## src/rtl/bit_serial_subtractor.sv

```systemverilog
// bit_serial_subtractor: LSB-first serial a - b with one full-adder cell and a carry FF.
// Optional ADDSUB_MODE_EN adds a sub input selecting add (0) or subtract (1).
module bit_serial_subtractor #(
    parameter int WIDTH = 8
) (
    input  logic             clk,
    input  logic             rst_n,
    input  logic             start,
`ifdef ADDSUB_MODE_EN
    input  logic             sub,
`endif
    input  logic [WIDTH-1:0] a,
    input  logic [WIDTH-1:0] b,
    output logic             busy,
    output logic             done,
    output logic [WIDTH-1:0] diff,
    output logic             borrow,
    output logic             overflow,
    output logic             zero
);
    localparam int CW = $clog2(WIDTH + 1);

    typedef enum logic [1:0] {IDLE, SHIFT, DONE} state_t;

    state_t           r_state;
    logic [WIDTH-1:0] r_a, r_b, r_res, r_diff;
    logic [CW-1:0]    r_cnt;
    logic             r_c, r_cmsb, r_busy, r_done, r_borrow, r_overflow, r_zero;
    logic             w_inv, w_cin, w_bb, w_s, w_co;

`ifdef ADDSUB_MODE_EN
    logic r_sub;
    always_ff @(posedge clk or negedge rst_n) begin
        if (!rst_n)
            r_sub <= 1'b0;
        else if (r_state == IDLE && start)
            r_sub <= sub;
    end
    assign w_inv = r_sub;
    assign w_cin = sub;
`else
    assign w_inv = 1'b1;
    assign w_cin = 1'b1;
`endif

    assign w_bb = r_b[0] ^ w_inv;
    assign w_s  = r_a[0] ^ w_bb ^ r_c;
    assign w_co = (r_a[0] & w_bb) | (r_a[0] & r_c) | (w_bb & r_c);

    always_ff @(posedge clk or negedge rst_n) begin
        if (!rst_n) begin
            r_state    <= IDLE;
            r_a        <= '0;
            r_b        <= '0;
            r_res      <= '0;
            r_cnt      <= '0;
            r_c        <= 1'b0;
            r_cmsb     <= 1'b0;
            r_busy     <= 1'b0;
            r_done     <= 1'b0;
            r_diff     <= '0;
            r_borrow   <= 1'b0;
            r_overflow <= 1'b0;
            r_zero     <= 1'b0;
        end else begin
            case (r_state)
                IDLE: if (start) begin
                    r_a     <= a;
                    r_b     <= b;
                    r_c     <= w_cin;
                    r_cnt   <= '0;
                    r_busy  <= 1'b1;
                    r_state <= SHIFT;
                end
                SHIFT: if (r_cnt == CW'(WIDTH)) begin
                    r_diff     <= r_res;
                    r_borrow   <= w_inv ? ~r_c : r_c;
                    r_overflow <= r_cmsb ^ r_c;
                    r_zero     <= (r_res == '0);
                    r_done     <= 1'b1;
                    r_state    <= DONE;
                end else begin
                    r_a   <= {1'b0, r_a[WIDTH-1:1]};
                    r_b   <= {1'b0, r_b[WIDTH-1:1]};
                    r_res <= {w_s, r_res[WIDTH-1:1]};
                    r_c   <= w_co;
                    r_cnt <= r_cnt + 1'b1;
                    // carry entering the MSB cell, needed for signed overflow
                    if (r_cnt == CW'(WIDTH - 1))
                        r_cmsb <= r_c;
                end
                DONE: begin
                    r_done  <= 1'b0;
                    r_busy  <= 1'b0;
                    r_state <= IDLE;
                end
                default: r_state <= IDLE;
            endcase
        end
    end

    assign busy     = r_busy;
    assign done     = r_done;
    assign diff     = r_diff;
    assign borrow   = r_borrow;
    assign overflow = r_overflow;
    assign zero     = r_zero;
endmodule

```

## config.mk

```make
export PLATFORM = sky130hd
export DESIGN_NAME = bit_serial_subtractor
export DESIGN_NICKNAME = d
export VERILOG_FILES = /design/src/rtl/bit_serial_subtractor.sv
export SDC_FILE = /design/constraint.sdc
export NUM_CORES = 1
export LEC_CHECK = 0
export BUFFER_PORTS_ARGS = -buffer_cell sky130_fd_sc_hd__clkbuf_2
export CAP_MARGIN = 20
export CORE_MARGIN = 10
export CORE_UTILIZATION = 58
export CTS_BUF_LIST = sky130_fd_sc_hd__clkbuf_4
export DETAILED_ROUTE_END_ITERATION = 6
export GPL_ROUTABILITY_DRIVEN = 1
export HOLD_SLACK_MARGIN = 0.1
export MAX_ROUTING_LAYER = met4
export PLACE_DENSITY = 0.92
export SLEW_MARGIN = 15
export SYNTH_ARGS = -nofsm -noshare
export SYNTH_HDL_FRONTEND = slang
export SYNTH_SLANG_ARGS = --single-unit
export TNS_END_PERCENT = 20
```

## constraint.sdc

```tcl
create_clock -name clk -period 2 [get_ports clk]
set_input_delay 0.3 -clock clk [delete_from_list [all_inputs] [get_ports clk]]
set_output_delay 0.3 -clock clk [all_outputs]
set_load 0.1 [all_outputs]
```

==> flow_summary.ini, run 1 <==
[floorplan]
ioPinCount = 32
rows = 21
initial_core_util_pct = 60.23
fp.dieW_um = 79.10
fp.dieArea_sq_um = 6257
core_area_sq_um = 3363
die_h_um = 79.10

[sta]
max_slew.worst_pin.slew_ns = 0.5683
slew_violations = 0
fin_crit_ns = 1.813
period_share_pct = 90.64
max_freq_mhz = 551.6
clock-skew-final_ns = 0.01095
rsz0062_at_grt = no
finalSetupTns_ns = 0
setup_violations = 0
slew_headroom_pct = 61.86
hold_violations = 0

[yosys]
yosysWarningCount = 0
ys_types = 31
syn_nets = 165
ys_async_sr_fraction_pct = 100.0
synthFlopType = dfrtp_1
syn_area_sq_um = 2026
syn-mean-instance-area_sq_um = 14.17
ys_seq_area_share_pct = 55.59
ys_ff_latch = 45
syn-instance-count = 143
synth_edf_count = 0

[cts]
numCtsBuffers = 5
clkLatencyLatePin_ns = 0.37
cts_tree = done
cts_resized = 0
clockBufferDepth = 2
postCtsSetupRepairBufs = 0
htreeDepth = 2
cts.clk_slew.worst_paths_ns = 0.13
clock_sinks = 45
cts_root_buf = clkbuf_4

[global_routing]
grt_usage_pct = 12.64
grt_pass1_wl_mm = 6.147
grt_overflow = 0
grt_pass1_vias = 1292
grt_max_degree = 46
antenna_found_initial = 0

[final_layout]
nets = 202
final_common_cell = dfrtp_1
fin_area_sq_um = 2282
drive_above_1_share_pct = 50.28
fillers = 263
diodes = 0
layout_common_cells = 45 x dfrtp_1, 44 x mux2_2, 31 x clkbuf_2, 9 x inv_1
syn2layout_area_growth_pct = 12.66

[route]
ant_nets = 0
vias_per_cell = 5.322
vias = 1208
dr.pass1.iters = 4
routedWlPerCell_um = 16.17
finalWirelength_mm = 3.671
drt_iter0_markers = 148
drc = 0

[place]
gp_congestion = 0.8411
hpwl_mm = 2.747
placedInstanceArea_sq_um = 2212
io_buffers = 31

[status]
status = completed

[setup_path]
crit_arrival_ns = 2.07
critical_path_class = reg -> reg
endpoint_kind = flop
start_kind = flop
worstPathRequired_ns = 2.26
path_max_fanout = 16

[worst_hold_path]
hold_class = in -> reg

[job]
cap_violations = 0
-- cell families after synthesis --
logic type	after synthesis	synth area share (%)
adder cells (fa/ha/maj)	3	2.223
XOR/XNOR	1	0.4324
AO/OA/AOI/OAI	13	4.694
buffers and inverters	15	4.509
flip-flops	45	55.59
AND/OR/NAND/NOR	16	5.127
multiplexers	50	27.42
-- final cells by class --
cell class / instances / area (sq um) / area share (%)
clock buffers: 6 / 45.04 / 1.974
inverters: 10 / 42.54 / 1.864
repair buffers: 35 / 187.7 / 8.224
flip-flops and latches: 45 / 1126 / 49.34
clock inverters: 2 / 15.01 / 0.6579
multi-input cells: 83 / 808.3 / 35.42
well taps: 46 / 57.56 / 2.522
-- through the flow --
step           hold slack [ns]  setup slack [ns]  std cells  utilization, %
2_1_floorplan         0.004409            0.2673        143               -
3_3_place_gp            0.3971            0.3050        218           65.77
3_5_place_dp            0.4121            0.2319        218           65.77
4_1_cts                 0.1502            0.1931        227           67.86
5_1_grt                 0.1553           0.06824        227           67.86
6_report                0.1669            0.1872        227           67.86
-- repair_timing --
item,in CTS,in global routing
hold buffers,1,0
endpoints found under the setup margin,0,0
hold endpoints to repair,45,0
-- registers in the layout, summed over array words and instances (netlist names) --
register and flops:
r_c 1, done 1, overflow 1, r_b 8
r_state 2, borrow 1, zero 1, busy 1
r_a 8, r_cnt 4, r_cmsb 1, diff 8
r_res 8
-- path summary, 6_finish.rpt --
path                       depth (start not counted)  slack (ns)        to  startpoint
max in group asynchronous                          3        1.11    r_b[5]       rst_n
min in group asynchronous                          3        0.52  r_cnt[0]       rst_n
hold / removal                                     2        0.17    r_b[7]        b[7]
hold reg to reg                                    1        0.52   diff[7]     diff[7]
setup / recovery                                   6        0.19    r_a[2]    r_cnt[0]
setup reg to reg                                   6        0.19    r_a[2]    r_cnt[0]
-- routing by layer --
layer	global-route usage (%)	up-vias	wire length [um]
met5	-	-	0
met3	3.941	7	131
met1	13.45	602	1503
met4	4.839	0	74
met2	21.53	19	1962
li1	-	580	-
-- worst max-delay path, stage by stage (launching register included) --
cell and delay, ns:
dfrtp_1 0.39, inv_1 0.09, ha_1 0.23, and3b_2 0.25, a21o_4 0.25, clkinv_4 0.13, mux2_2 0.35
-- Yosys cell counts, types with 2 or more instances --
cell type	instances	area share, %
dfrtp_1	45	56
mux2_2	44	24
inv_1	9	1.7
mux2i_1	6	3.0
nand2_1	4	0.74
a22o_1	3	1.3
a21oi_1	2	0.49
a22oi_1	2	0.74
buf_6	2	1.1
ha_1	2	1.2
nor2_1	2	0.37
nor4_1	2	0.62
o21ai_0	2	0.49
Power of run 1 is not shown: default switching activity piles up to over one toggle a cycle in this logic, so the estimate is an artifact.
==> inputs of run 2 (changes only) <==
==> constraint.sdc (replaced) <==
create_clock -name clk -period 2 [get_ports clk]
set_input_delay 0.1 -clock clk [delete_from_list [all_inputs] [get_ports clk]]
set_output_delay 0.1 -clock clk [all_outputs]
set_load 0.1 [all_outputs]
==> flow_summary.ini, run 2 (synthesis gave the netlist of run 1 again) <==
[cts]
clockBufferDepth = 2
cts_root_buf = clkbuf_4
cts_tree = done
numCtsBuffers = 5
clkLatencyLatePin_ns = 0.38
cts.clk_slew.worst_paths_ns = 0.15
htreeDepth = 2
clock_sinks = 45

[final_layout]
layout_common_cells = 45 x dfrtp_1, 44 x mux2_2, 31 x clkbuf_2, 17 x dlygate4sd3_1, 9 x inv_1
fin_cells = 243
multi_input_area_sq_um = 808.3
drive_above_1_share_pct = 46.19
nets = 218
seqCellArea_sq_um = 1126
fillers = 236
syn2layout_area_growth_pct = 20.32
diodes = 0
final_common_cell = dfrtp_1

[sta]
fin_crit_ns = 1.898
fin_hold_ws_ns = 0.1012
slew_violations = 0
rsz0062_at_grt = no
finalSetupTns_ns = 0
max_slew.worst_pin.slew_ns = 0.6054
setup_violations = 0
slew_headroom_pct = 59.37
worst_slack_ns = 0.1023
max_freq_mhz = 526.9
period_share_pct = 94.89
clock-skew-final_ns = 0.02243
hold_violations = 0

[floorplan]
fp.dieW_um = 79.10
initial_core_util_pct = 60.23
core_area_sq_um = 3363
fp.dieArea_sq_um = 6257
die_h_um = 79.10
ioPinCount = 32
rows = 21

[route]
vias = 1335
drt_iter0_markers = 90
finalWirelength_mm = 4.500
vias_per_cell = 5.494
routedWlPerCell_um = 18.52
drc = 0
ant_nets = 0
dr.pass1.iters = 4

[global_routing]
grt_overflow = 0
grt_pass1_wl_mm = 7.555
grt_pass1_vias = 1503
grt_usage_pct = 16.06
antenna_found_initial = 0
grt_max_degree = 25

[setup_path]
endpoint_kind = flop
crit_arrival_ns = 2.16
start_kind = flop
critical_path_class = reg -> reg
worst_r2r_startpoint = r_cnt[0]
path_max_fanout = 5
reg2reg_depth = 5
r2r_end = r_res[4]
r2r_slack_ns = 0.10
worstPathRequired_ns = 2.26

[place]
hpwl_mm = 2.842
gp_congestion = 0.8669
io_buffers = 31
detailedPlace.worstSlack_ns = 0.1999
placed_cells = 218

[worst_hold_path]
min-delay-start = b[1]
holdPathStages = 3
hold_class = in -> reg
hold_end = r_b[1]

[job]
cap_violations = 0

[status]
status = completed
[run 2: layer usage]
metal / share of wire (%) / routed length (um) / vias to the layer above / track usage [%]
met5: 0 / 0 / - / -
met4: 2.5 / 112 / 0 / 8.961
met3: 3.0 / 137 / 12 / 3.041
met2: 54 / 2425 / 27 / 26.75
met1: 41 / 1824 / 681 / 17.74
li1: - / - / 615 / -
[run 2: metrics by stage]
stage / cell area (sq um) / utilization (%)
2_1_floorplan: 2026 / -
6_report: 2437 / 72.47
3_3_place_gp: 2212 / 65.77
4_1_cts: 2437 / 72.47
3_5_place_dp: 2212 / 65.77
5_1_grt: 2437 / 72.47
[run 2: repair_timing]
item / 4_1_cts / 5_1_grt
hold endpoints to repair: 37 / 0
setup buffers: 0 / 0
gates resized for setup: 0 / 0
hold buffers: 17 / 0
[run 2: area by class of cell]
| cell class | count | share of cell area, % |
|---|---|---|
| sequential | 45 | 46.20 |
| clock inverter | 3 | 0.7187 |
| tap | 46 | 2.361 |
| clock buffer | 5 | 1.540 |
| multi-input combinational | 83 | 33.16 |
| timing repair buffer | 51 | 14.27 |
| inverter | 10 | 1.745 |
[run 2: worst max path at each step]
| stage | start | end | slack [ns] | cells past startpoint |
|---|---|---|---|---|
| after floorplan | r_cnt[0] | r_a[2] | 0.27 | 7 |
| after global placement | r_cnt[0] | r_a[4] | 0.30 | 6 |
| after detailed placement | r_cnt[0] | r_a[2] | 0.20 | 6 |
| after CTS | r_cnt[0] | r_a[2] | 0.18 | 6 |
| after global routing | r_cnt[0] | r_res[4] | 0.02 | 5 |
| final | r_cnt[0] | r_res[4] | 0.10 | 5 |
[run 2: worst max-delay path, stage by stage (launching register included)]
cell	delay, ns
dfrtp_1	0.43
inv_1	0.12
ha_1	0.21
nand2_1	0.09
o21ai_1	0.50
mux2_2	0.42
Power of run 2 is left out for the same reason.
